--- src/rtl/camera_pkg.sv ---
// Shared definitions for the OV7670 camera bring-up path: state encoding and
// default sequencing constants for a 25 MHz camera clock.
package camera_pkg;

    localparam logic [2:0] ST_IDLE       = 3'd0;
    localparam logic [2:0] ST_PWR_UP     = 3'd1;
    localparam logic [2:0] ST_RST_ASSERT = 3'd2;
    localparam logic [2:0] ST_RST_WAIT   = 3'd3;
    localparam logic [2:0] ST_CONFIG     = 3'd4;
    localparam logic [2:0] ST_SETTLE     = 3'd5;
    localparam logic [2:0] ST_RUN        = 3'd6;
    localparam logic [2:0] ST_FAULT      = 3'd7;

    localparam int DEF_CLK_FREQ          = 25000000;
    localparam int DEF_PWR_WAIT_CYC      = 75000;
    localparam int DEF_RST_PULSE_CYC     = 25000;
    localparam int DEF_RST_WAIT_CYC      = 25000;
    localparam int DEF_SETTLE_FRAMES     = 10;
    localparam int DEF_CFG_TIMEOUT_CYC   = 2500000;
    localparam int DEF_FRAME_TIMEOUT_CYC = 2500000;
    localparam int DEF_MAX_RETRIES       = 3;

    function automatic int max_of(input int a, input int b);
        return (a > b) ? a : b;
    endfunction

endpackage

--- src/rtl/sync_edge_detect.sv ---
// Optional 2-flop synchronizer followed by a registered rising-edge detect.
// With SYNC=1 a raw rise shows up on 'rise' three clocks later; with SYNC=0 one clock later.
module sync_edge_detect #(
    parameter bit SYNC = 1'b1
) (
    input  logic clk,
    input  logic rst_n,
    input  logic sig,
    output logic rise
);

    logic level;
    logic prev;

    generate
        if (SYNC) begin : g_sync
            logic meta;
            logic sync_q;
            always_ff @(posedge clk or negedge rst_n) begin
                if (!rst_n) begin
                    meta   <= 1'b0;
                    sync_q <= 1'b0;
                end else begin
                    meta   <= sig;
                    sync_q <= meta;
                end
            end
            assign level = sync_q;
        end else begin : g_nosync
            assign level = sig;
        end
    endgenerate

    always_ff @(posedge clk or negedge rst_n) begin
        if (!rst_n) begin
            prev <= 1'b0;
            rise <= 1'b0;
        end else begin
            prev <= level;
            rise <= level & ~prev;
        end
    end

endmodule

--- src/rtl/camera_bringup_ctrl.sv ---
// Power-up / reset / config / settle sequencer for the OV7670 camera, with
// VSYNC and config watchdogs that retry the reset sequence before faulting.
//
// state      | meaning
// IDLE       | camera powered down, waiting for enable
// PWR_UP     | PWDN released, waiting for supplies to settle
// RST_ASSERT | camera reset pin held low
// RST_WAIT   | reset released, waiting before register config
// CONFIG     | config sequencer running, waiting for cfg_done edge
// SETTLE     | discarding initial frames
// RUN        | capture enabled, VSYNC watchdog active
// FAULT      | retry limit reached, held until enable drops
module camera_bringup_ctrl
    import camera_pkg::*;
#(
    parameter int CLK_FREQ          = DEF_CLK_FREQ,
    parameter int PWR_WAIT_CYC      = DEF_PWR_WAIT_CYC,
    parameter int RST_PULSE_CYC     = DEF_RST_PULSE_CYC,
    parameter int RST_WAIT_CYC      = DEF_RST_WAIT_CYC,
    parameter int SETTLE_FRAMES     = DEF_SETTLE_FRAMES,
    parameter int CFG_TIMEOUT_CYC   = DEF_CFG_TIMEOUT_CYC,
    parameter int FRAME_TIMEOUT_CYC = DEF_FRAME_TIMEOUT_CYC,
    parameter int MAX_RETRIES       = DEF_MAX_RETRIES
) (
    input  logic       clk,
    input  logic       rst_n,
    input  logic       enable,
    input  logic       cfg_done,
    input  logic       vsync_in,
    output logic       cam_pwdn,
    output logic       cam_rst_n,
    output logic       cfg_start,
    output logic       capture_en,
    output logic       ready,
    output logic       error,
    output logic [1:0] retry_cnt,
    output logic [2:0] state_o
);

    localparam int CNT_MAX = max_of(max_of(max_of(PWR_WAIT_CYC, RST_PULSE_CYC),
                                           max_of(RST_WAIT_CYC, CFG_TIMEOUT_CYC)),
                                    FRAME_TIMEOUT_CYC);
    localparam int CNT_W   = (CNT_MAX > 1) ? $clog2(CNT_MAX) : 1;
    localparam int FRAME_W = (SETTLE_FRAMES > 0) ? $clog2(SETTLE_FRAMES + 1) : 1;

    generate
        if (MAX_RETRIES < 1 || MAX_RETRIES > 3 || CLK_FREQ <= 0) begin : g_bad_param
            $error("camera_bringup_ctrl: MAX_RETRIES must be 1..3 and CLK_FREQ positive");
        end
    endgenerate

    // Loads are N-1 so that a phase lasts exactly N cycles before the zero compare fires.
    localparam logic [CNT_W-1:0] LD_PWR   = CNT_W'(PWR_WAIT_CYC - 1);
    localparam logic [CNT_W-1:0] LD_RST   = CNT_W'(RST_PULSE_CYC - 1);
    localparam logic [CNT_W-1:0] LD_RWAIT = CNT_W'(RST_WAIT_CYC - 1);
    localparam logic [CNT_W-1:0] LD_CFG   = CNT_W'(CFG_TIMEOUT_CYC - 1);
    localparam logic [CNT_W-1:0] LD_FRAME = CNT_W'(FRAME_TIMEOUT_CYC - 1);

    logic [2:0]         state, state_nx;
    logic [CNT_W-1:0]   cnt, cnt_nx, cnt_dec;
    logic [FRAME_W-1:0] frame_cnt, frame_nx;
    logic [1:0]         retry_nx;
    logic               expired, fail, last_frame, last_retry;
    logic               vs_rise, cfg_rise;

    sync_edge_detect #(.SYNC(1'b1)) u_vsync_edge (
        .clk   (clk),
        .rst_n (rst_n),
        .sig   (vsync_in),
        .rise  (vs_rise)
    );

    sync_edge_detect #(.SYNC(1'b0)) u_cfg_edge (
        .clk   (clk),
        .rst_n (rst_n),
        .sig   (cfg_done),
        .rise  (cfg_rise)
    );

    assign expired    = (cnt == '0);
    assign cnt_dec    = cnt - CNT_W'(1);
    assign last_frame = ((int'(frame_cnt) + 1) == SETTLE_FRAMES);
    assign last_retry = ((int'(retry_cnt) + 1) == MAX_RETRIES);
    assign state_o    = state;

    always_comb begin
        state_nx = state;
        cnt_nx   = cnt;
        frame_nx = frame_cnt;
        retry_nx = retry_cnt;
        fail     = 1'b0;
        if (!enable) begin
            state_nx = ST_IDLE;
            cnt_nx   = '0;
            frame_nx = '0;
        end else begin
            case (state)
                ST_IDLE: begin
                    state_nx = ST_PWR_UP;
                    cnt_nx   = LD_PWR;
                    retry_nx = '0;
                end
                ST_PWR_UP: begin
                    if (expired) begin
                        state_nx = ST_RST_ASSERT;
                        cnt_nx   = LD_RST;
                    end else begin
                        cnt_nx = cnt_dec;
                    end
                end
                ST_RST_ASSERT: begin
                    if (expired) begin
                        state_nx = ST_RST_WAIT;
                        cnt_nx   = LD_RWAIT;
                    end else begin
                        cnt_nx = cnt_dec;
                    end
                end
                ST_RST_WAIT: begin
                    if (expired) begin
                        state_nx = ST_CONFIG;
                        cnt_nx   = LD_CFG;
                    end else begin
                        cnt_nx = cnt_dec;
                    end
                end
                ST_CONFIG: begin
                    if (cfg_rise) begin
                        state_nx = ST_SETTLE;
                        frame_nx = '0;
                        cnt_nx   = LD_FRAME;
                    end else if (expired) begin
                        fail = 1'b1;
                    end else begin
                        cnt_nx = cnt_dec;
                    end
                end
                ST_SETTLE: begin
                    if (vs_rise) begin
                        cnt_nx = LD_FRAME;
                        if (last_frame) begin
                            state_nx = ST_RUN;
                        end else begin
                            frame_nx = frame_cnt + FRAME_W'(1);
                        end
                    end else if (expired) begin
                        fail = 1'b1;
                    end else begin
                        cnt_nx = cnt_dec;
                    end
                end
                ST_RUN: begin
                    if (vs_rise) begin
                        cnt_nx = LD_FRAME;
                    end else if (expired) begin
                        fail = 1'b1;
                    end else begin
                        cnt_nx = cnt_dec;
                    end
                end
                default: begin
                end
            endcase

            // Power stays on across retries; only the reset pulse is replayed.
            if (fail) begin
                if (last_retry) begin
                    state_nx = ST_FAULT;
                    retry_nx = 2'(MAX_RETRIES);
                end else begin
                    state_nx = ST_RST_ASSERT;
                    cnt_nx   = LD_RST;
                    retry_nx = (retry_cnt == 2'd3) ? retry_cnt : retry_cnt + 2'd1;
                end
            end
        end
    end

    always_ff @(posedge clk or negedge rst_n) begin
        if (!rst_n) begin
            state      <= ST_IDLE;
            cnt        <= '0;
            frame_cnt  <= '0;
            retry_cnt  <= '0;
            cam_pwdn   <= 1'b1;
            cam_rst_n  <= 1'b0;
            cfg_start  <= 1'b0;
            capture_en <= 1'b0;
            ready      <= 1'b0;
            error      <= 1'b0;
        end else begin
            state      <= state_nx;
            cnt        <= cnt_nx;
            frame_cnt  <= frame_nx;
            retry_cnt  <= retry_nx;
            cam_pwdn   <= (state_nx == ST_IDLE);
            cam_rst_n  <= !(state_nx == ST_IDLE || state_nx == ST_RST_ASSERT ||
                            state_nx == ST_FAULT);
            cfg_start  <= (state == ST_RST_WAIT) && (state_nx == ST_CONFIG);
            capture_en <= (state_nx == ST_RUN);
            ready      <= (state_nx == ST_RUN);
            error      <= (state_nx == ST_FAULT);
        end
    end

endmodule

--- config.mk ---
export PLATFORM = sky130hd
export DESIGN_NAME = camera_bringup_ctrl
export DESIGN_NICKNAME = d
export VERILOG_FILES = /design/src/rtl/camera_pkg.sv /design/src/rtl/sync_edge_detect.sv /design/src/rtl/camera_bringup_ctrl.sv
export SDC_FILE = /design/constraint.sdc
export NUM_CORES = 1
export LEC_CHECK = 0
export CORE_ASPECT_RATIO = 1.2
export CORE_MARGIN = 2
export CORE_UTILIZATION = 63
export DETAILED_ROUTE_END_ITERATION = 6
export GPL_TIMING_DRIVEN = 1
export PLACE_DENSITY = 0.95
export SLEW_MARGIN = 30
export SYNTH_ARGS = -nofsm -noshare
export SYNTH_HDL_FRONTEND = slang
export SYNTH_SLANG_ARGS = --single-unit
--- constraint.sdc ---
create_clock -name clk -period 6.12 [get_ports clk]
set_input_delay 0.918 -clock clk [delete_from_list [all_inputs] [get_ports clk]]
set_output_delay 0.918 -clock clk [all_outputs]
set_load 0.02 [all_outputs]
; ---- Word-level counts from Yosys, hierarchy flattened
; Index checks and enable logic that the tools add are counted.
[word_totals]
wordCells = 87
input_bits = 5
out_inout_bits = 11
reg_bits = 42
[classes]
muxes = 33
n_eq_ne = 18
add_sub_neg = 5
n_reduce_logical = 12
n_bitwise = 4
[ops]
columns = op, n
row1 = $mux W22, 8
row2 = $pmux W22 S5, 1
row3 = $mux W3, 9
row4 = $logic_not A22 Y1, 1
row5 = $sub A22 B1 Y22 const B, 1
row6 = $eq A3 B3 Y1 const B, 6
row7 = $pmux W3 S6, 1
row8 = $mux W4, 4
row9 = $eq A3 B2 Y1 const B, 4
row10 = $mux W2, 4
row11 = $pmux W4 S2, 1
row12 = $logic_not A3 Y1, 2
row13 = $ne A3 B2 Y1 const B, 2
row14 = $ne A3 B3 Y1 const B, 2
row15 = $add A4 B1 Y5 const B, 1
row16 = $eq A5 B4 Y1 const B, 1
row17 = $add A4 B1 Y4 const B, 1
row18 = $mux W1, 4
row19 = $reduce_and A4 Y1, 1
row20 = $reduce_or A2 Y1, 2
row21 = $add A2 B1 Y3 const B, 1
row22 = $eq A3 B1 Y1 const B, 1
row23 = $ne A3 B1 Y1 const B, 1
row24 = $reduce_and A3 Y1, 1
row25 = 9 further kinds, 12

; ---- Longest topological paths before layout
[depth]
word_depth = 11
mapped_depth = 11
ltp_nobuf = 11

; ---- Hierarchy
; Synthesis repeated with hierarchy kept, for this count alone.
[unflattened]
cells_unflattened = 313
hier_area_um2 = 2717.6
[modules_own_cells]
columns = module, seq_area_each_um2, cells_per_inst, n_inst, area_per_inst_um2
row1 = camera_bringup_ctrl, 902.1, 305, 1, 2539.9
row2 = sync_edge_detect (u_vsync_edge), 100.1, 5, 1, 113.9
row3 = sync_edge_detect (u_cfg_edge), 50.0, 3, 1, 63.8

; ---- Worst setup path after synthesis
; No wires, ideal clock.
[synth_path]
kind = reg2reg
startpoint = reg state[0], in the netlist state_o[0]
endpoint = reg cnt[20]
setup_time_ps = 125
synth_period_minus_slack_ps = 2386
path_stages_with_launch = 10
required_time_ps = 5995
path_buffers = 3
setup_slack_ps = 3734
arrival_time_ps = 2261
cell_sequence = dfrtp_1 clkbuf_1 or2_2 o221ai_1 nand2_1 or3_1 buf_2 nand2_4 buf_6 nor3_1
[synth_via]
elab_chain_len = 6
elab_cells_between_ends = 15
cone_classes = 6 x eq/ne / 6 x mux / 3 x reduce/logical
[synth_lines]
columns = element, line_no
row1 = "start, declared", camera_bringup_ctrl.sv:59  ; logic [2:0] state, state_nx;
row2 = "start signal, assigned", camera_bringup_ctrl.sv:192  ; state <= state_nx;
row3 = $eq A3 B3 Y1 (tied with other cells), camera_bringup_ctrl.sv:97  ; case (state)
row4 = $reduce_or A2 Y1 (no line), -
row5 = $pmux W22 S5 or $pmux W1 S2 (tied branches), camera_bringup_ctrl.sv:97
row6 = $mux W22 or $mux W1 (tied branches), "camera_bringup_ctrl.sv:167, camera_bringup_ctrl.sv:92"
row7 = $mux W22 *, camera_bringup_ctrl.sv:166  ; if (fail) begin
row8 = $mux W22 *, camera_bringup_ctrl.sv:92  ; if (!enable) begin
row9 = net cnt_nx[20], camera_bringup_ctrl.sv:60  ; logic [CNT_W-1:0] cnt, cnt_nx, cnt_dec;
row10 = "end signal, assigned", camera_bringup_ctrl.sv:193  ; cnt <= cnt_nx;
row11 = "end, declared", camera_bringup_ctrl.sv:60
; Mark *: on every way through the listed nets, which the timed path passes. The rest lies on a longest branch. The select of a mux whose other input is x is not followed.
; A chain may end at the register's enable or synchronous reset.

; ---- Worst setup path after layout
[layout_path]
startpoint = reg cnt[5]
endpoint = reg ready
[layout_via]
elab_chain_len = 8
elab_cells_between_ends = 13
cone_classes = 1 x eq/ne / 11 x mux / 1 x reduce/logical
[layout_lines]
columns = element, line_no
row1 = $logic_not A22 Y1 *, camera_bringup_ctrl.sv:80  ; assign expired = (cnt == '0);
row2 = $mux W1, "camera_bringup_ctrl.sv:132, camera_bringup_ctrl.sv:146, camera_bringup_ctrl.sv:155"
row3 = "$mux W1, on equally long branches", "camera_bringup_ctrl.sv:153, camera_bringup_ctrl.sv:128"
row4 = $pmux W1 S2, camera_bringup_ctrl.sv:97
row5 = $mux W1, camera_bringup_ctrl.sv:92
row6 = $mux W3 *, camera_bringup_ctrl.sv:166
row7 = $mux W3 *, camera_bringup_ctrl.sv:92
row8 = $eq A3 B3 Y1 *, camera_bringup_ctrl.sv:201  ; ready <= (state_nx == ST_RUN);
row9 = "end signal, assigned", camera_bringup_ctrl.sv:201
row10 = "end, declared", camera_bringup_ctrl.sv:34  ; output logic ready,
; Mark *: on every way between the ends. The rest lies on a longest branch, timed or not. The select of a mux whose other input is x is not followed.

==> impl_metrics.yaml <==
synthesis:
  mappedNetlistArea_sq_um: 2750
  syn_avg_cell_area_sq_um: 8.61
  async_reset_ff_share_pct: 100
  netlist.area_leader.share_pct: 37.3
  netlist_instances: 319
  synth_warnings: 0
  synth_ff_type: "dfrtp_1"
  synth_seq_cells: 42
  synth_nets: 331
  yosysSeqAreaShare_pct: 38.3
  synth_edf_count: 0
  synth_area_leaders: "dfrtp_1 (37%), o21ai_0 (4.7%), nor2_1 (3.6%)"
  yosys.area.top_type: "dfrtp_1"
  ys_types: 66
run_status:
  status: "complete, no violations"
route:
  drt_iter0_drc: 258
  dr.pass1.iters: 5
  postRouteWirelength_mm: 6.76
  wl_met1_mm: 2.70
  wl_met3_um: 491
  via_per_inst: 6.90
  drc_errors: 0
  route.met2.wl_mm: 3.33
  dr.max_layer_used: "met4"
  ant_nets: 0
  avgRoutedWirePerCell_um: 17.8
  vias: 2621
timing:
  final_hold_viol_count: 0
  setup_violations: 0
  worst_slew_pin_slew_ns: 0.958
  drv_slew: 0
  finalSetupTns_ns: 0
  fin_crit_ns: 3.16
  slew_headroom_pct: 35.9
  rsz0062_at_grt: "no"
  hold_slack_ns: 0.359
  fin_skew_ns: 0.00500
  fmax_ghz: 0.317
  layout_worst_path_cycle_share_pct: 51.6
setup_path:
  cp_max_fo: 12
  start_kind: "register"
  rrSetupSlack_ns: 2.96
  rr_startpoint: "cnt[5]"
  arrival_ns: 3.37
  cpMaxStageDelayCell: "nor2_1"
  crit_path_end_kind: "register"
  r2r-end: "ready"
  cp.required_ns: 6.33
  path_cells: "or4_4, or4_4, nor2_1, o21ai_0, a21oi_1, nor4b_2"
  reg2regPathDepth: 6
  crit_top_cell: "or4_4"
  path_class: "reg -> reg"
  crit_path_max_incr_delay_ns: 0.76
placement:
  finalWeightedCongestion: 0.941
  port_buffers: 15
  hpwl_mm: 4.77
cells_and_area:
  multiInputGateArea_sq_um: 1560
  fin_nets: 336
  seq_area_sq_um: 1050
  diodes: 0
  drive_gt1_share_pct: 8.33
  fillers: 331
  area_growth_pct: 7.79
cts:
  postCtsHoldBufs: 0
  clockRootBuffer: "clkbuf_8"
  ctsResizeCount: 0
  clk_path_buf_depth: 2
  cts_tree: "built"
  h-tree-depth: 2
  postCtsSetupBuffers: 0
  cts.sinks: 42
  clk_latency_ns: 0.30
  clkTransAtPathRegs_ns: 0.08
  numCtsBuffers: 5
hold_path:
  hold-path-cell-count: 0
  hold_end: "u_vsync_edge.g_sync.sync_q"
  min_from: "u_vsync_edge.g_sync.meta"
  hold_path_class: "reg -> reg"
global_route:
  grt_max_degree: 43
  grt_pass1_vias: 2538
  antenna_found_initial: 0
  grt_use_total_pct: 29.5
  grt_pass1_wl_mm: 11.5
  overflow: 0
job:
  cap_viol_max_count: 0
power:
  p_leak_nw: 1.14
  power_density_nw_per_um2: 217
  clock_power_share_pct: 27.2
  power.net_switching_uw: 214
  combPwrFrac_pct: 23.9
  power_frac_seq_pct: 48.9
  ir_drop_v: 0.000115
  p_int_uw: 429
  sw_frac_of_total_pct: 33.3
die:
  start_util_pct: 65.0
  die-area_sq_um: 4910
  rows: 26
  die_y_um: 76.3
  ioPinCount: 16
  coreArea_sq_um: 4230
  die_w_um: 64.3
==> flip-flops by register name, indices dropped and copies added (netlist names) <==
register / cells
u_vsync_edge.rise: 1
u_cfg_edge.rise: 1
u_cfg_edge.prev: 1
error: 1
u_vsync_edge.g_sync.sync_q: 1
ready: 1
frame_cnt: 4
retry_cnt: 2
cnt: 22
cam_rst_n: 1
u_vsync_edge.prev: 1
cfg_start: 1
state_o: 3
cam_pwdn: 1
u_vsync_edge.g_sync.meta: 1
==> worst max-delay path: cells and delay by family (launching register included) <==
family           cells  cell delay [ns]
AO/OA/AOI/OAI        2             0.46
AND/OR/NAND/NOR      4             2.16
flip-flops           1             0.44
==> layout make-up <==
class | instances | share of cell area [%]
Tap cell | 56 | 2.37
Inverter | 11 | 1.39
Timing Repair Buffer | 16 | 5.24
Multi-Input combinational cell | 248 | 52.8
Clock buffer | 6 | 2.45
Clock inverter | 1 | 0.253
Sequential cell | 42 | 35.5
==> metal layers <==
metal  vias up  track usage (%)
met2       129             48.2
li1       1204                -
met1      1257             38.0
met3        31             5.17
met4         0             13.6
met5         -                0
==> power by group through the flow <==
stage	Sequential, mW	Clock (mW)	Combinational [mW]
after CTS	0.314	0.177	0.150
after detailed placement	0.319	0	0.149
after global routing	0.317	0.188	0.168
after floorplan	0.311	0	0.117
after global placement	0.318	0	0.146
final	0.314	0.175	0.154
==> cells in the mapped netlist, types with 2 or more instances <==
cell	count
a211o_1	2
a211oi_1	4
a21boi_0	3
a21oi_1	13
a22oi_1	2
a31oi_1	8
and3_1	2
buf_2	4
buf_6	2
clkbuf_1	10
dfrtp_1	41
ha_1	7
inv_1	10
nand2_1	24
nand2b_1	4
nand3_1	17
nand3b_1	2
nor2_1	26
nor2b_1	5
nor3_1	19
nor3b_1	2
nor4_1	8
o211ai_1	5
o21a_1	5
o21ai_0	26
o221ai_1	2
o22ai_1	2
o31a_1	7
o31ai_1	3
or2_2	3
or3_1	11
or4_4	2
or4b_2	3
xnor2_1	3
==> cells in the final DEF, fill, tap and decap left out, drive strengths merged, types with 2 or more instances in the layout <==
| master | n |
|---|---|
| a211o | 2 |
| a21boi | 3 |
| nand2 | 25 |
| o21ai | 27 |
| ha | 7 |
| dfrtp | 41 |
| o22ai | 2 |
| nor2 | 26 |
| o21a | 5 |
| nand3b | 2 |
| or4 | 3 |
| nor4 | 10 |
| nor2b | 5 |
| nand2b | 4 |
| or4b | 4 |
| a21oi | 13 |
| and3 | 2 |
| xnor2 | 3 |
| a211oi | 4 |
| buf | 2 |
| nor3b | 2 |
| clkbuf | 6 |
| o31a | 7 |
| clkdlybuf4s50 | 14 |
| o31ai | 3 |
| nand3 | 18 |
| o211ai | 5 |
| a31oi | 9 |
| a22oi | 2 |
| or2 | 3 |
| or3 | 11 |
| nor3 | 19 |
| inv | 10 |
| o221ai | 2 |
==> worst max-delay path by stage <==
| stage | from | endpoint | slack (ns) |
|---|---|---|---|
| after global routing | cnt[5] | ready | 2.77 |
| after CTS | cnt[5] | ready | 3.00 |
| final | cnt[5] | ready | 2.96 |
| after floorplan | state_o[0] | cnt[20] | 3.73 |
| after global placement | cnt[5] | ready | 3.09 |
| after detailed placement | cnt[5] | ready | 3.02 |
==> stage by stage <==
stage	power, mW	instances	utilization, %	cell area [sq um]	worst slack (ns)
final	0.644	380	70.0	2960	2.96
after global routing	0.673	380	70.0	2960	2.77
after CTS	0.641	380	70.0	2960	3.00
after detailed placement	0.468	373	68.1	2880	3.02
after global placement	0.464	373	68.1	2880	3.09
after floorplan	0.428	319	-	2750	3.73
==> kinds of logic after synthesis <==
kind of cell	share of synthesized area [%]
muxes	0.364
AOI/OAI and AO/OA	23.5
buffers and inverters	4.83
DFF	38.3
xor gates and xnor gates	1.28
adders and majority gates	3.19
and+or+nand+nor	28.5
(Power assumes the default switching activity.)
